`src/rtl/key_debounce_if.sv`:
```
// Key debounce signal bundle: raw active-low key in, debounced level and
// single-cycle press/release pulses out.
interface key_debounce_if;
  logic i_key_n;
  logic o_level;
  logic o_pressed;
  logic o_released;

  // Driver side (board / testbench).
  modport master (
    output i_key_n,
    input  o_level,
    input  o_pressed,
    input  o_released
  );

  // Debouncer side.
  modport slave (
    input  i_key_n,
    output o_level,
    output o_pressed,
    output o_released
  );
endinterface

```
`src/rtl/key_debounce.sv`:
```
// Pushbutton debouncer: 2-flop synchronizer, 4-state stability FSM with a
// 24-bit stable counter, registered level and press/release pulses.
// Optional auto-repeat of the press pulse is enabled by defining the macro
// KEY_AUTOREPEAT_EN; without it the repeat counter does not exist.
module key_debounce #(
  parameter int unsigned DEBOUNCE_CYC      = 500000,
  parameter int unsigned REPEAT_DELAY_CYC  = 25000000,
  parameter int unsigned REPEAT_PERIOD_CYC = 5000000
) (
  input logic           i_clk,
  input logic           i_rst,
  key_debounce_if.slave bus
);

  localparam logic [23:0] DebLast = 24'(DEBOUNCE_CYC - 1);

  // Elaboration-time range checks on the configuration.
  if (DEBOUNCE_CYC < 2 || DEBOUNCE_CYC > 32'd16777215) begin : g_bad_debounce
    $error("key_debounce: DEBOUNCE_CYC must be in 2..2^24-1");
  end
  if (REPEAT_DELAY_CYC < 1 || REPEAT_PERIOD_CYC < 1 ||
      REPEAT_DELAY_CYC > 32'd67108864 || REPEAT_PERIOD_CYC > 32'd67108864) begin : g_bad_repeat
    $error("key_debounce: repeat delay/period must be in 1..2^26");
  end

  typedef enum logic [1:0] {
    S_UP        = 2'd0,
    S_DOWN_WAIT = 2'd1,
    S_DOWN      = 2'd2,
    S_UP_WAIT   = 2'd3
  } state_e;

  logic [1:0]  sync_q;
  logic        key_s;
  state_e      state_q;
  logic [23:0] cnt_q;
  logic        level_q;
  logic        pressed_q;
  logic        released_q;
  logic        press_acc;
  logic        release_acc;

  // Synchronize the asynchronous raw key; reset value is the released level.
  always_ff @(posedge i_clk) begin
    if (i_rst) begin
      sync_q <= 2'b11;
    end else begin
      sync_q <= {sync_q[0], bus.i_key_n};
    end
  end

  assign key_s = ~sync_q[1];

  // Debounce window completing on this edge.
  always_comb begin
    press_acc   = (state_q == S_DOWN_WAIT) && key_s  && (cnt_q == DebLast);
    release_acc = (state_q == S_UP_WAIT)   && !key_s && (cnt_q == DebLast);
  end

`ifdef KEY_AUTOREPEAT_EN
  localparam logic [25:0] DlyLast = 26'(REPEAT_DELAY_CYC - 1);
  localparam logic [25:0] PerLast = 26'(REPEAT_PERIOD_CYC - 1);

  logic [25:0] rep_q;
  logic        rep_armed_q; // first repeat already issued, use the period
`endif

  // Stability FSM with registered level and pulse outputs.
  always_ff @(posedge i_clk) begin
    if (i_rst) begin
      state_q     <= S_UP;
      cnt_q       <= '0;
      level_q     <= 1'b0;
      pressed_q   <= 1'b0;
      released_q  <= 1'b0;
`ifdef KEY_AUTOREPEAT_EN
      rep_q       <= '0;
      rep_armed_q <= 1'b0;
`endif
    end else begin
      pressed_q  <= 1'b0;
      released_q <= 1'b0;
      unique case (state_q)
        S_UP: begin
          if (key_s) begin
            state_q <= S_DOWN_WAIT;
            cnt_q   <= '0;
          end
        end
        S_DOWN_WAIT: begin
          if (!key_s) begin
            state_q <= S_UP;
            cnt_q   <= '0;
          end else if (press_acc) begin
            state_q   <= S_DOWN;
            cnt_q     <= '0;
            level_q   <= 1'b1;
            pressed_q <= 1'b1;
          end else begin
            cnt_q <= cnt_q + 24'd1;
          end
        end
        S_DOWN: begin
          if (!key_s) begin
            state_q <= S_UP_WAIT;
            cnt_q   <= '0;
          end
        end
        S_UP_WAIT: begin
          if (key_s) begin
            state_q <= S_DOWN;
            cnt_q   <= '0;
          end else if (release_acc) begin
            state_q    <= S_UP;
            cnt_q      <= '0;
            level_q    <= 1'b0;
            released_q <= 1'b1;
          end else begin
            cnt_q <= cnt_q + 24'd1;
          end
        end
        default: begin
          state_q <= S_UP;
          cnt_q   <= '0;
        end
      endcase

`ifdef KEY_AUTOREPEAT_EN
      // Repeat timer runs only while pressed; a release edge wins over a repeat.
      if (press_acc || release_acc ||
          !(state_q == S_DOWN || state_q == S_UP_WAIT)) begin
        rep_q       <= '0;
        rep_armed_q <= 1'b0;
      end else if (rep_q == (rep_armed_q ? PerLast : DlyLast)) begin
        pressed_q   <= 1'b1;
        rep_q       <= '0;
        rep_armed_q <= 1'b1;
      end else begin
        rep_q <= rep_q + 26'd1;
      end
`endif
    end
  end

  assign bus.o_level    = level_q;
  assign bus.o_pressed  = pressed_q;
  assign bus.o_released = released_q;

endmodule

```
`src/flat_wrapper.sv`:
```
// flat-port wrapper written by rule: the top's interface ports become plain ports
module key_debounce_flat 
#(
  parameter int unsigned DEBOUNCE_CYC      = 500000,
  parameter int unsigned REPEAT_DELAY_CYC  = 25000000,
  parameter int unsigned REPEAT_PERIOD_CYC = 5000000
)
  (i_clk, i_rst, bus_i_key_n, bus_o_level, bus_o_pressed, bus_o_released);
  key_debounce_if bus_i ();
  input logic i_clk;
  input logic i_rst;
  input wire logic [$bits(bus_i.i_key_n)-1:0] bus_i_key_n;
  output wire logic [$bits(bus_i.o_level)-1:0] bus_o_level;
  output wire logic [$bits(bus_i.o_pressed)-1:0] bus_o_pressed;
  output wire logic [$bits(bus_i.o_released)-1:0] bus_o_released;
  assign bus_i.i_key_n = bus_i_key_n;
  assign bus_o_level = bus_i.o_level;
  assign bus_o_pressed = bus_i.o_pressed;
  assign bus_o_released = bus_i.o_released;
  key_debounce #(.DEBOUNCE_CYC(DEBOUNCE_CYC), .REPEAT_DELAY_CYC(REPEAT_DELAY_CYC), .REPEAT_PERIOD_CYC(REPEAT_PERIOD_CYC)) u_core (.i_clk(i_clk), .i_rst(i_rst), .bus(bus_i));
endmodule
```
`config.mk`:
```
export PLATFORM = sky130hd
export DESIGN_NAME = key_debounce_flat
export DESIGN_NICKNAME = d
export VERILOG_FILES = /design/src/rtl/key_debounce_if.sv /design/src/rtl/key_debounce.sv /design/src/flat_wrapper.sv
export SDC_FILE = /design/constraint.sdc
export NUM_CORES = 1
export LEC_CHECK = 0
export ABC_CLOCK_PERIOD_IN_PS = 1640
export BUFFER_PORTS_ARGS = -buffer_cell sky130_fd_sc_hd__buf_2
export CORE_MARGIN = 2
export CORE_UTILIZATION = 30
export DETAILED_ROUTE_END_ITERATION = 10
export PLACE_DENSITY_LB_ADDON = 0.25
export SYNTH_ARGS = -nofsm -noshare
export SYNTH_HDL_FRONTEND = slang
export SYNTH_SLANG_ARGS = --single-unit
```
`constraint.sdc`:
```
create_clock -name i_clk -period 1.64 [get_ports i_clk]
set_input_delay 0.082 -clock i_clk [delete_from_list [all_inputs] [get_ports i_clk]]
set_output_delay 0.082 -clock i_clk [all_outputs]
set_load 0.05 [all_outputs]
```
Yosys cells after proc, flatten, opt, wreduce, memory -nomap -nowiden --
Cells that the tools add are included.
Word-level totals: bits in registers 31, bits of input ports 3, output and inout bits 3, logic and storage cells 54
Operators by class: add/subtract/negate cells 1, equal/unequal tests 12, mux-type cells 21, bitwise gates (word level) 3, reduce and logical (&&, ||, !) cells 11
Operator list (number):
- 2-to-1 mux 24 bit | 6
- one-hot mux 24 bit (4 select lines) | 1
- adder 24 x 1 -> 24 bit (second input constant) | 1
- == test 24 x 19 -> 1 bit (second input constant) | 1
- 2-to-1 mux 2 bit | 6
- != test 2 x 1 -> 1 bit (second input constant) | 4
- one-hot mux 2 bit (4 select lines) | 1
- 2-to-1 mux 1 bit | 6
- OR reduction 3 bit | 2
- AND reduction 5 bit | 1
- == test 2 bit (second input constant) | 2
- logical AND 1 bit | 4
- != test 2 bit (second input constant) | 2
- AND reduction 4 bit | 1
- != test 3 x 1 -> 1 bit (second input constant) | 1
- != test 3 bit (second input constant) | 1
- NOT 1 bit | 3
- == test 2 x 1 -> 1 bit (second input constant) | 1
- zero test 2 bit | 1
- one-hot mux 1 bit (2 select lines) | 1
- AND reduction 2 bit | 1
- nonzero test 2 bit | 1

Depth between registers and ports, before layout --
depth in word-level cells 6, gate-level depth with buffers 7, gate-level depth less buffers 6

Least setup slack after synthesis --
No wires, ideal clock.
path type register -> register, from register u_core.cnt_q[21], to register u_core.cnt_q[11], library setup time 125 ps, arrival time 1688 ps, required time 1515 ps, path slack -174 ps, cell stages (with the launch flop) 7, buffers on the path 1, period minus slack after synthesis 1814 ps, path through dfxtp_1 -> or4b_1 -> nor3_1 -> a21oi_2 -> buf_6 -> a22oi_1 -> o31ai_1
Between the ends: longest elaborated chain between the ends 5, elaborated cells between the ends (all ways) 8, classes of those cells eq/ne (1); mux (5); reduce/logical (2)
RTL lines:
- start: declaration | RTL line key_debounce.sv:36 | logic [23:0] cnt_q;
- start signal: assignment | RTL line key_debounce.sv:100 | cnt_q <= cnt_q + 24'd1;
- start signal: assignment | RTL line key_debounce.sv:119 | cnt_q <= cnt_q + 24'd1;
- == test 24 x 19 -> 1 bit * | RTL line key_debounce.sv:56, key_debounce.sv:57
- logical AND 1 bit, on equally long branches | RTL line key_debounce.sv:57, key_debounce.sv:56
- 2-to-1 mux 24 bit, on equally long branches | RTL line key_debounce.sv:113, key_debounce.sv:94
- 2-to-1 mux 24 bit, on equally long branches | RTL line key_debounce.sv:110, key_debounce.sv:91
- one-hot mux 24 bit (4 select lines) * | RTL line key_debounce.sv:83 | unique case (state_q)
Every way passes the cells marked *; elsewhere a longest branch is shown, timed or not. A chain may end at the register's enable or synchronous reset.

==> flow_summary.yaml <==
status:
  status: "complete, but fails checks"
  violations: "negative setup slack"
hold_path:
  hp-class: "input pin to flop"
  worstHoldStart: "i_rst"
detailed_routing:
  detail_route.wl_per_cell_um: 11.68
  avgViaCountPerCell: 4.912
  num_vias: 1562
  drt_iter0_drc: 141
  detail-route-antenna-nets: 0
  wl_um: 3715
  route.detailed.drc: 0
  drtPass1Iterations: 4
synth:
  yosysMostFrequentCell: "dfxtp_1"
  syn_nets: 196
  synth_top_area_frac: 0.4062
  yosysTopAreaCell: "dfxtp_1"
  ys_seq_area_frac: 0.4062
  synth_fa_ha_area_frac: 0.008190
  synth_top_family_by_area: "simple AND/OR/NAND/NOR gates"
  synthFlopType: "dfxtp_1"
  synth_compound_area_frac: 0.1761
  avgSynthCellArea_um2: 7.957
  synth_xor_area_frac: 0.02867
  yosys_register_bits: 31
  yosys-mux-area-fraction: 0.01310
  synth_cells: 192
  synthesis.area_um2: 1528
  synth-simple-area-share: 0.3186
  yosysUniqueCellTypes: 41
  yosys-top-cells-count: "31 x dfxtp_1, 24 x nand2_1, 19 x nand3_1"
  synthArstFlopShare: 0
  ys_top_cells_by_area: "dfxtp_1 41%, nand3_1 6.2%, nand2_1 5.9%, a21oi_1 3.6%, nor2_1 3.4%"
  synth_warnings: 0
  synth_edf_count: 0
sta:
  clock_skew_ps: 2.626
  rsz0062_at_grt: "yes"
  setup_viol: 24
  final_max_slew_viol_count: 0
  timing.hold.ws_ps: 119.3
  fin_ws_ps: -203.1
  hold_viol_final: 0
  slew_headroom: 0.5775
  worst_slew_pin_slew_ps: 630.2
  max_clock_freq_mhz: 542.6
  period_minus_slack_ps: 1843
  period_share: 1.124
setup_path:
  required_ps: 1830
  r2r_slack_ps: -200
  critical_path_class: "flop to flop"
  setup.worst_path.start_class: "flop"
  cp_max_fo: 3
  worstSetupEndpointType: "flop"
  r2r-start: "u_core.cnt_q[21]"
  critPathArrivalTime_ps: 2040
  startpoint: "u_core.cnt_q[21]"
global_route:
  grt_use_total: 0.1522
  grt_max_degree: 15
  antenna_found_initial: 0
  grt.overflow.total: 0
  grt_pass1_vias: 1391
  grt_pass1_wl_um: 6417
floorplan:
  io_pins: 6
  core-area_um2: 4817
  fp.dieH_um: 75.36
  die_w_um: 75.36
  fp.dieArea_um2: 5679
  rows: 25
  start_util: 0.3171
power_and_ir_drop:
  peakVddDrop_uv: 324.5
  leakage_uw: 0.0008251
  powerDensity_nw_per_um2: 629.6
clocking:
  clock_sinks: 31
  path_clk_slew_ps: 60
  clock-root-buffer: "clkbuf_8"
  htree_levels: 2
  cts_tree: "built"
  cts_made_buffers: 5
  clkLatencyLatePin_ps: 280
  clockBufferDepth: 2
final_layout:
  final_util: 0.4532
  area_growth_pct: 42.92
  nets: 256
  diodes: 0
  drive_gt1_frac: 0.3625
placed_design:
  hpwl_um: 2746
  portBuffers: 5
  place.gp.congestion: 0.7899
flow_run:
  drv_cap: 0
[metrics by stage]
step	area (um^2)	TNS [ps]	std cells	total power (uW)	setup WS, ps
after floorplan	1529	-2455	192	820.9	-167.2
after global placement	1987	-3673	308	848.5	-254.3
after detailed placement	1987	-3883	308	848.0	-250.7
after CTS	2137	-2838	317	1393	-199.3
after global routing	2183	-4488	318	1440	-269.2
final	2183	-2806	318	1375	-203.1
[layout by cell type, fill, tap and decap left out, types with 3 or more instances in the layout]
cell / n
nor3_2: 3
a21oi_1: 11
buf_2: 5
or2_2: 3
dfxtp_2: 4
xor2_1: 3
inv_1: 9
nand2_1: 24
nand4_1: 6
nor2_1: 12
dfxtp_1: 27
buf_4: 55
or3_1: 7
clkbuf_8: 5
o21ai_0: 7
o22ai_1: 3
a31oi_1: 7
nand3_1: 19
[final timing paths]
path,end,depth (start not counted)
worst min-delay path,u_core.cnt_q[6],2
worst max register to register,flop,6
worst max-delay path,flop,6
worst min register to register,u_core.sync_q[1],1
[timing repair]
| action | in CTS | in global routing |
|---|---|---|
| pin swaps | 2 | 2 |
| endpoints found under the setup margin | 24 | 25 |
| buffers inserted | 2 | 1 |
| resized for setup | 15 | 7 |
| hold endpoints to repair | 1 | 0 |
| hold buffers | 1 | 0 |
[worst max-delay path, cell delays in order, from the launching register on]
cell and delay [ps]:
dfxtp_2 320, or4b_4 530, or4_4 460, nor2_4 130
buf_4 140, nor2_2 40, a211oi_2 130
[kinds of logic after synthesis]
kind of cell | after synthesis
AND/OR/NAND/NOR | 94
flip-flops | 31
XOR/XNOR | 5
multiplexers | 2
buffers and inverters | 17
adder cells (fa/ha/maj) | 1
AO/OA/AOI/OAI | 42
[flip-flops by register name, summed over array words and instances (netlist names), named ones only]
| signal | flops |
|---|---|
| u_core.bus.o_level | 1 |
| u_core.bus.o_pressed | 1 |
| u_core.bus.o_released | 1 |
| u_core.cnt_q | 24 |
| u_core.state_q | 1 |
| u_core.sync_q | 2 |
[layer usage]
layer	wire length, um	GRT usage	vias up
met4	73	0.07212	0
li1	-	-	821
met5	0	0	-
met1	1942	0.2146	710
met2	1584	0.2155	24
met3	115	0.04101	7
[report_power, final]
group / internal, uW / switching (uW) / total (uW)
registers: 760 / 3.94 / 763
logic: 29.7 / 44.0 / 73.7
clock network: 282 / 256 / 538
[area by class of cell]
type | instances | area (um^2)
Inverter | 9 | 33.78
Timing Repair Buffer | 61 | 447.9
Tap cell | 67 | 83.83
Clock buffer | 6 | 72.57
Fill cell | 495 | 2634
Multi-Input combinational cell | 144 | 919.6
Sequential cell | 31 | 625.6
No activity file was read; power rests on OpenSTA's default activity.
